## config.mk

```make
export PLATFORM = sky130hd
export DESIGN_NAME = load_store_unit
export DESIGN_NICKNAME = d
export VERILOG_FILES = /design/src/rtl/lsu_pkg.sv /design/src/rtl/lsu_align.sv /design/src/rtl/load_store_unit.sv
export SDC_FILE = /design/constraint.sdc
export NUM_CORES = 1
export LEC_CHECK = 0
export CORE_MARGIN = 3
export CORE_UTILIZATION = 25
export CTS_CLUSTER_DIAMETER = 50
export DETAILED_ROUTE_END_ITERATION = 16
export SLEW_MARGIN = 20
export SYNTH_ARGS = -nofsm -noshare
export SYNTH_HDL_FRONTEND = slang
export SYNTH_SLANG_ARGS = --single-unit
```

## constraint.sdc

```tcl
create_clock -name clk -period 3.2 [get_ports clk]
set_input_delay 0.64 -clock clk [delete_from_list [all_inputs] [get_ports clk]]
set_output_delay 0.64 -clock clk [all_outputs]
set_load 0.02 [all_outputs]
```

## src/rtl/lsu_pkg.sv

```systemverilog
// lsu_pkg: shared types and constants for the load/store unit.
//   lsu_state_t : FSM state encoding (ERR is reachable only when the
//                 MISALIGN_TRAP_EN macro is defined)
//   F3_*        : RV32I load/store funct3 codes
//   f3_is_byte / f3_is_half : size decode; every other code is a word access
package lsu_pkg;

    typedef enum logic [2:0] {
        IDLE   = 3'd0,
        LD_RD  = 3'd1,
        LD_CAP = 3'd2,
        ST_WR  = 3'd3,
        RMW_RD = 3'd4,
        RMW_WR = 3'd5,
        ERR    = 3'd6
    } lsu_state_t;

    localparam logic [2:0] F3_B  = 3'b000;
    localparam logic [2:0] F3_H  = 3'b001;
    localparam logic [2:0] F3_W  = 3'b010;
    localparam logic [2:0] F3_BU = 3'b100;
    localparam logic [2:0] F3_HU = 3'b101;

    // Byte access: B or BU.
    function automatic logic f3_is_byte(input logic [2:0] f3);
        return (f3[1:0] == 2'b00);
    endfunction

    // Half access: H or HU. Codes 011/110/111 fall through to word.
    function automatic logic f3_is_half(input logic [2:0] f3);
        return (f3[1:0] == 2'b01);
    endfunction

endpackage

```

## src/rtl/lsu_align.sv

```systemverilog
// lsu_align: purely combinational lane handling for the load/store unit.
// Ports:
//   rdata_i     in  32  word read from memory
//   wdata_i     in  32  store data (low byte/half used for B/H)
//   lane_i      in   2  byte lane = addr[1:0], little-endian
//   funct3_i    in   3  access type
//   rdata_ext_o out 32  selected lane, sign/zero-extended (load_extract)
//   merged_o    out 32  rdata_i with the addressed lane(s) replaced (store_merge)
module lsu_align
    import lsu_pkg::*;
(
    input  logic [31:0] rdata_i,
    input  logic [31:0] wdata_i,
    input  logic [1:0]  lane_i,
    input  logic [2:0]  funct3_i,
    output logic [31:0] rdata_ext_o,
    output logic [31:0] merged_o
);

    logic [7:0]  byte_s;
    logic [15:0] half_s;

    // Load extract: pick byte/half lane, then extend according to funct3.
    always_comb begin
        case (lane_i)
            2'd0:    byte_s = rdata_i[7:0];
            2'd1:    byte_s = rdata_i[15:8];
            2'd2:    byte_s = rdata_i[23:16];
            2'd3:    byte_s = rdata_i[31:24];
            default: byte_s = rdata_i[7:0];
        endcase
        if (lane_i[1]) begin
            half_s = rdata_i[31:16];
        end else begin
            half_s = rdata_i[15:0];
        end
        case (funct3_i)
            F3_B:    rdata_ext_o = {{24{byte_s[7]}}, byte_s};
            F3_BU:   rdata_ext_o = {24'h00_0000, byte_s};
            F3_H:    rdata_ext_o = {{16{half_s[15]}}, half_s};
            F3_HU:   rdata_ext_o = {16'h0000, half_s};
            default: rdata_ext_o = rdata_i;
        endcase
    end

    // Store merge: overwrite only the addressed lane(s) of the old word.
    always_comb begin
        merged_o = rdata_i;
        if (f3_is_byte(funct3_i)) begin
            case (lane_i)
                2'd0:    merged_o[7:0]   = wdata_i[7:0];
                2'd1:    merged_o[15:8]  = wdata_i[7:0];
                2'd2:    merged_o[23:16] = wdata_i[7:0];
                2'd3:    merged_o[31:24] = wdata_i[7:0];
                default: merged_o[7:0]   = wdata_i[7:0];
            endcase
        end else if (f3_is_half(funct3_i)) begin
            if (lane_i[1]) begin
                merged_o[31:16] = wdata_i[15:0];
            end else begin
                merged_o[15:0] = wdata_i[15:0];
            end
        end else begin
            merged_o = wdata_i;
        end
    end

endmodule

```

## src/rtl/load_store_unit.sv

```systemverilog
// load_store_unit: converts RV32I loads/stores into word accesses on a
// synchronous-read, word-write data memory. Sub-word stores use
// read-modify-write because the memory has no byte enables.
// Optional macro MISALIGN_TRAP_EN: misaligned H/HU/W accesses go to an ERR
// state and respond with resp_err=1 without touching memory. Without it the
// low address bits are forced to natural alignment and resp_err is 0.
// Ports:
//   clk, rst_n                    clock, async active-low reset
//   req_valid/req_ready           request handshake (ready only in IDLE)
//   req_store, req_funct3         access kind and size
//   req_addr, req_wdata           byte address, store data
//   resp_valid/resp_rdata/resp_err one-cycle completion pulse and result
//   mem_ren/mem_wen/mem_addr/mem_wdata/mem_rdata  data memory interface
module load_store_unit
    import lsu_pkg::*;
#(
    parameter int DATA_WIDTH = 32
) (
    input  logic                  clk,
    input  logic                  rst_n,
    input  logic                  req_valid,
    output logic                  req_ready,
    input  logic                  req_store,
    input  logic [2:0]            req_funct3,
    input  logic [DATA_WIDTH-1:0] req_addr,
    input  logic [DATA_WIDTH-1:0] req_wdata,
    output logic                  resp_valid,
    output logic [DATA_WIDTH-1:0] resp_rdata,
    output logic                  resp_err,
    output logic                  mem_ren,
    output logic                  mem_wen,
    output logic [DATA_WIDTH-1:0] mem_addr,
    output logic [DATA_WIDTH-1:0] mem_wdata,
    input  logic [DATA_WIDTH-1:0] mem_rdata
);

    lsu_state_t            state_q, state_d;
    logic                  store_q, store_d;
    logic [2:0]            f3_q, f3_d;
    logic [DATA_WIDTH-1:0] addr_q, addr_d;
    logic [DATA_WIDTH-1:0] wdata_q, wdata_d;
    logic                  ready_q, ren_q, wen_q, rvalid_q;

    logic                  req_byte_s, req_half_s, req_word_s;
    logic                  misalign_s;
    logic [DATA_WIDTH-1:0] req_addr_aln_s;
    logic [DATA_WIDTH-1:0] rdata_ext_s, merged_s;

    assign req_byte_s = f3_is_byte(req_funct3);
    assign req_half_s = f3_is_half(req_funct3);
    assign req_word_s = !req_byte_s && !req_half_s;

`ifdef MISALIGN_TRAP_EN
    logic err_q;
    assign misalign_s     = (req_half_s && req_addr[0]) ||
                            (req_word_s && (req_addr[1:0] != 2'b00));
    assign req_addr_aln_s = req_addr;
    assign resp_err       = err_q;
`else
    // Force natural alignment so the access still lands on a legal lane.
    assign misalign_s     = 1'b0;
    assign req_addr_aln_s = {req_addr[DATA_WIDTH-1:2],
                             req_word_s ? 1'b0 : req_addr[1],
                             (req_word_s || req_half_s) ? 1'b0 : req_addr[0]};
    assign resp_err       = 1'b0;
`endif

    lsu_align u_align (
        .rdata_i     (mem_rdata),
        .wdata_i     (wdata_q),
        .lane_i      (addr_q[1:0]),
        .funct3_i    (f3_q),
        .rdata_ext_o (rdata_ext_s),
        .merged_o    (merged_s)
    );

    // Next-state and request-latch logic.
    always_comb begin
        state_d = state_q;
        store_d = store_q;
        f3_d    = f3_q;
        addr_d  = addr_q;
        wdata_d = wdata_q;
        case (state_q)
            IDLE: begin
                if (req_valid) begin
                    store_d = req_store;
                    f3_d    = req_funct3;
                    addr_d  = req_addr_aln_s;
                    wdata_d = req_wdata;
                    if (misalign_s) begin
                        state_d = ERR;
                    end else if (!req_store) begin
                        state_d = LD_RD;
                    end else if (req_word_s) begin
                        state_d = ST_WR;
                    end else begin
                        state_d = RMW_RD;
                    end
                end else begin
                    state_d = IDLE;
                end
            end
            LD_RD:   state_d = LD_CAP;
            RMW_RD:  state_d = RMW_WR;
            LD_CAP,
            ST_WR,
            RMW_WR,
            ERR:     state_d = IDLE;
            default: state_d = IDLE;
        endcase
    end

    // State, request registers and registered strobes decoded from next state.
    always_ff @(posedge clk or negedge rst_n) begin
        if (!rst_n) begin
            state_q  <= IDLE;
            store_q  <= 1'b0;
            f3_q     <= 3'b000;
            addr_q   <= {DATA_WIDTH{1'b0}};
            wdata_q  <= {DATA_WIDTH{1'b0}};
            ready_q  <= 1'b1;
            ren_q    <= 1'b0;
            wen_q    <= 1'b0;
            rvalid_q <= 1'b0;
        end else begin
            state_q  <= state_d;
            store_q  <= store_d;
            f3_q     <= f3_d;
            addr_q   <= addr_d;
            wdata_q  <= wdata_d;
            ready_q  <= (state_d == IDLE);
            ren_q    <= (state_d == LD_RD) || (state_d == RMW_RD);
            wen_q    <= (state_d == ST_WR) || (state_d == RMW_WR);
            rvalid_q <= (state_d == LD_CAP) || (state_d == ST_WR) ||
                        (state_d == RMW_WR) || (state_d == ERR);
        end
    end

`ifdef MISALIGN_TRAP_EN
    // Error flag register, high only while in ERR.
    always_ff @(posedge clk or negedge rst_n) begin
        if (!rst_n) begin
            err_q <= 1'b0;
        end else begin
            err_q <= (state_d == ERR);
        end
    end
`endif

    assign req_ready  = ready_q;
    assign mem_ren    = ren_q;
    assign mem_wen    = wen_q;
    assign resp_valid = rvalid_q;
    assign mem_addr   = {2'b00, addr_q[DATA_WIDTH-1:2]};

    // Read data only exists in LD_CAP; it arrives from memory that cycle.
    always_comb begin
        if ((state_q == LD_CAP) && !store_q) begin
            resp_rdata = rdata_ext_s;
        end else begin
            resp_rdata = {DATA_WIDTH{1'b0}};
        end
    end

    // Write data: raw word for SW, merged word in the RMW write cycle.
    always_comb begin
        case (state_q)
            ST_WR:   mem_wdata = wdata_q;
            RMW_WR:  mem_wdata = merged_s;
            default: mem_wdata = {DATA_WIDTH{1'b0}};
        endcase
    end

endmodule

```

==> qor.yml <==
status: "finished clean"
tightest_slew_ps: 731.0
numCtsBuffers: 9
power.total_mw: 6.455
p_leak_nw: 3.128
synth-xor-area-share_pct: 0
startpoint_type: "input port"
place_area_mm2: 0.006875
synth_top_family_by_area: "multiplexers"
hold-worst-slack_ps: 340.2
worstSetupEndpointType: "primary output"
multi_input_area_mm2: 0.002467
first_iter_violations: 231
final_cell_mix: "167 x clkdlybuf4s50_1, 74 x mux2_2, 71 x dfrtp_1"
finalWirelength_um: 17460
clock-sinks: 75
setup_slack_ps: 45.38
critPathSlowestCell: "clkdlybuf4s50_1"
yosysUniqueCellTypes: 51
setup_violations: 0
design_area_mm2: 0.007191
diodes: 0
drtAntennaViolNets: 0
wl_per_cell_um: 20.18
worst-path-buf-inv: 2
grt_pass1_vias: 4414
drive_gt1_share_pct: 23.11
fin_util_pct: 39.10
via_per_inst: 5.021
rsz0062_at_grt: "false"
yosys_warnings: 0
worst_clock_skew_ps: 8.491
dieArea_mm2: 0.02082
hold_violations: 0
synth_seq_cells: 75
vias: 4343
grt_overflow_total: 0
die_h_um: 144.3
max_freq_ghz: 0.3170
cp.arrival_ps: 2510
drc: 0
cts_tree: "done"
area_delta_synth_final_pct: 50.41
num-fill-cells: 1807
slew_headroom_pct: 51.09
netlist_area_mm2: 0.004781
antenna_found_initial: 3
die_x_um: 144.3
grt_start_max_net_pins: 76
synthSimpleGateAreaFrac_pct: 9.762
seq_area_mm2: 0.001882
cts-root-buf: "clkbuf_16"
grtUsageTotal_pct: 16.56
maxSlewViolCount: 0
syn_avg_cell_area_um2: 10.51
cp_cell_sequence: "clkdlybuf4s50_1, mux2i_1, o22ai_1, a22o_1, clkdlybuf4s50_1"
start_util_pct: 25.99
clk-insertion-delay-late_ps: 340
synthCells: 455
drtPass1Iterations: 5
path_class: "input port to primary output"
min_period_ps: 3155
cpLargestDelayFamily: "buffers and inverters"
core.rowCount: 49
dp_slack_ps: -178.8
htreeDepth: 3
layout.nets: 735
pin_count: 204
async_flop_share_pct: 100.0
worst-path-max-fanout: 5
gp_congestion: 0.8752
period_share_pct: 98.58
required_ps: 2560
power_density_mw_per_mm2: 897.7
crit_top_cell: "clkdlybuf4s50_1"
core_area_mm2: 0.01839
cpPeakStageDelay_ps: 640
muxShareOfSynthArea_pct: 24.18
synth-compound-area-share_pct: 16.51
synth-edff-count: 0
io_buffers: 200
ir_worst_vdd_uv: 440.3
hpwl_um: 13430
clk_pin_slew_ps: 60
grt_pass1_wl_um: 26260
synthAdderAreaFrac_pct: 0
hold_path_class: "input port to asynchronous set/reset pin"
synth-main-ff-cell: "dfrtp_1"
yosysSeqAreaShare_pct: 39.28
maxCapViolations: 0
layout_commonest_cell: "clkdlybuf4s50_1"
cts.path.max_buffers: 2
-- state kept, by name (all words and copies together), names as in the netlist --
name and flops:
mem_wen 1, resp_valid 1, req_ready 1, wdata_q 32, store_q 1, addr_q 32, state_q 3, mem_ren 1
f3_q 3
-- kinds of logic (layout without fill, tap and decap cells) --
logic type | count (synthesis) | in the layout
AO/OA/AOI/OAI | 105 | 105
buffers and inverters | 75 | 254
flip-flops | 75 | 75
multiplexers | 105 | 105
other | 1 | 3
AND/OR/NAND/NOR | 94 | 94
-- per-stage QoR --
step                      std cells  setup TNS, ps
after floorplan                 457              0
after global placement          847          -1174
after detailed placement        847          -2925
after CTS                       862              0
after global routing            865              0
final                           865              0
-- cells in the mapped netlist, types with 2 or more instances --
cell | n | area [um2]
o221a_1 | 2 | 22.52
o21ai_1 | 8 | 40.04
a222oi_1 | 9 | 90.09
nor3_1 | 2 | 10.01
mux2i_1 | 30 | 300.3
inv_1 | 7 | 26.28
or2_2 | 2 | 12.51
dfrtp_1 | 74 | 1852
and3_1 | 2 | 12.51
a22o_1 | 15 | 131.4
a31oi_1 | 3 | 18.77
nor4bb_1 | 7 | 70.07
o22ai_1 | 14 | 87.58
nor2_1 | 26 | 97.59
clkbuf_1 | 10 | 37.54
buf_6 | 3 | 33.78
nor2b_1 | 3 | 18.77
buf_2 | 11 | 55.05
o2bb2ai_1 | 8 | 70.07
buf_4 | 42 | 315.3
o21a_1 | 2 | 15.01
nand2b_1 | 6 | 37.54
nand3b_1 | 2 | 15.01
nand3_1 | 2 | 10.01
a21oi_1 | 25 | 125.1
mux2_2 | 74 | 833.3
o21ai_0 | 4 | 20.02
nand2_1 | 35 | 131.4
o221a_2 | 5 | 56.30
-- layout make-up --
type,count,area share (%)
clock inverter,3,0.2088
timing repair buffer,232,31.53
tap,229,3.985
clock buffer,12,3.428
sequential,75,26.17
multi-input combinational,307,34.31
inverter,7,0.3654
-- worst paths after layout --
kind | start | end | slack (ps) | depth (start not counted)
max | mem_rdata[26] | mem_wdata[26] | 50 | 5
min | rst_n | wdata_q[16] | 340 | 1
max reg2reg | state_q[1] | wdata_q[18] | 1290 | 4
min reg2reg | addr_q[17] | addr_q[17] | 500 | 1
max in group asynchronous | rst_n | addr_q[1] | 2340 | 1
min in group clk | addr_q[17] | addr_q[17] | 500 | 1
-- per-layer routing --
metal / GRT usage [%] / wire length (um)
met5: 0 / 34
met2: 26.14 / 8095
met4: 4.713 / 341
met3: 6.515 / 1625
met1: 21.08 / 7361
-- timing repair --
action | CTS | global route
setup endpoints to repair | 41 | 32
hold buffers | 0 | 0
resized for setup | 29 | 15
buffers inserted | 0 | 3
-- power breakdown --
| part | switching, mW | total (mW) | internal [mW] |
|---|---|---|---|
| Combinational | 1.84 | 3.68 | 1.84 |
| Clock | 0.387 | 0.926 | 0.539 |
| Sequential | 0.412 | 1.85 | 1.44 |
| Total | 2.64 | 6.46 | 3.82 |
Note: power is estimated with default switching activity, not from simulation.
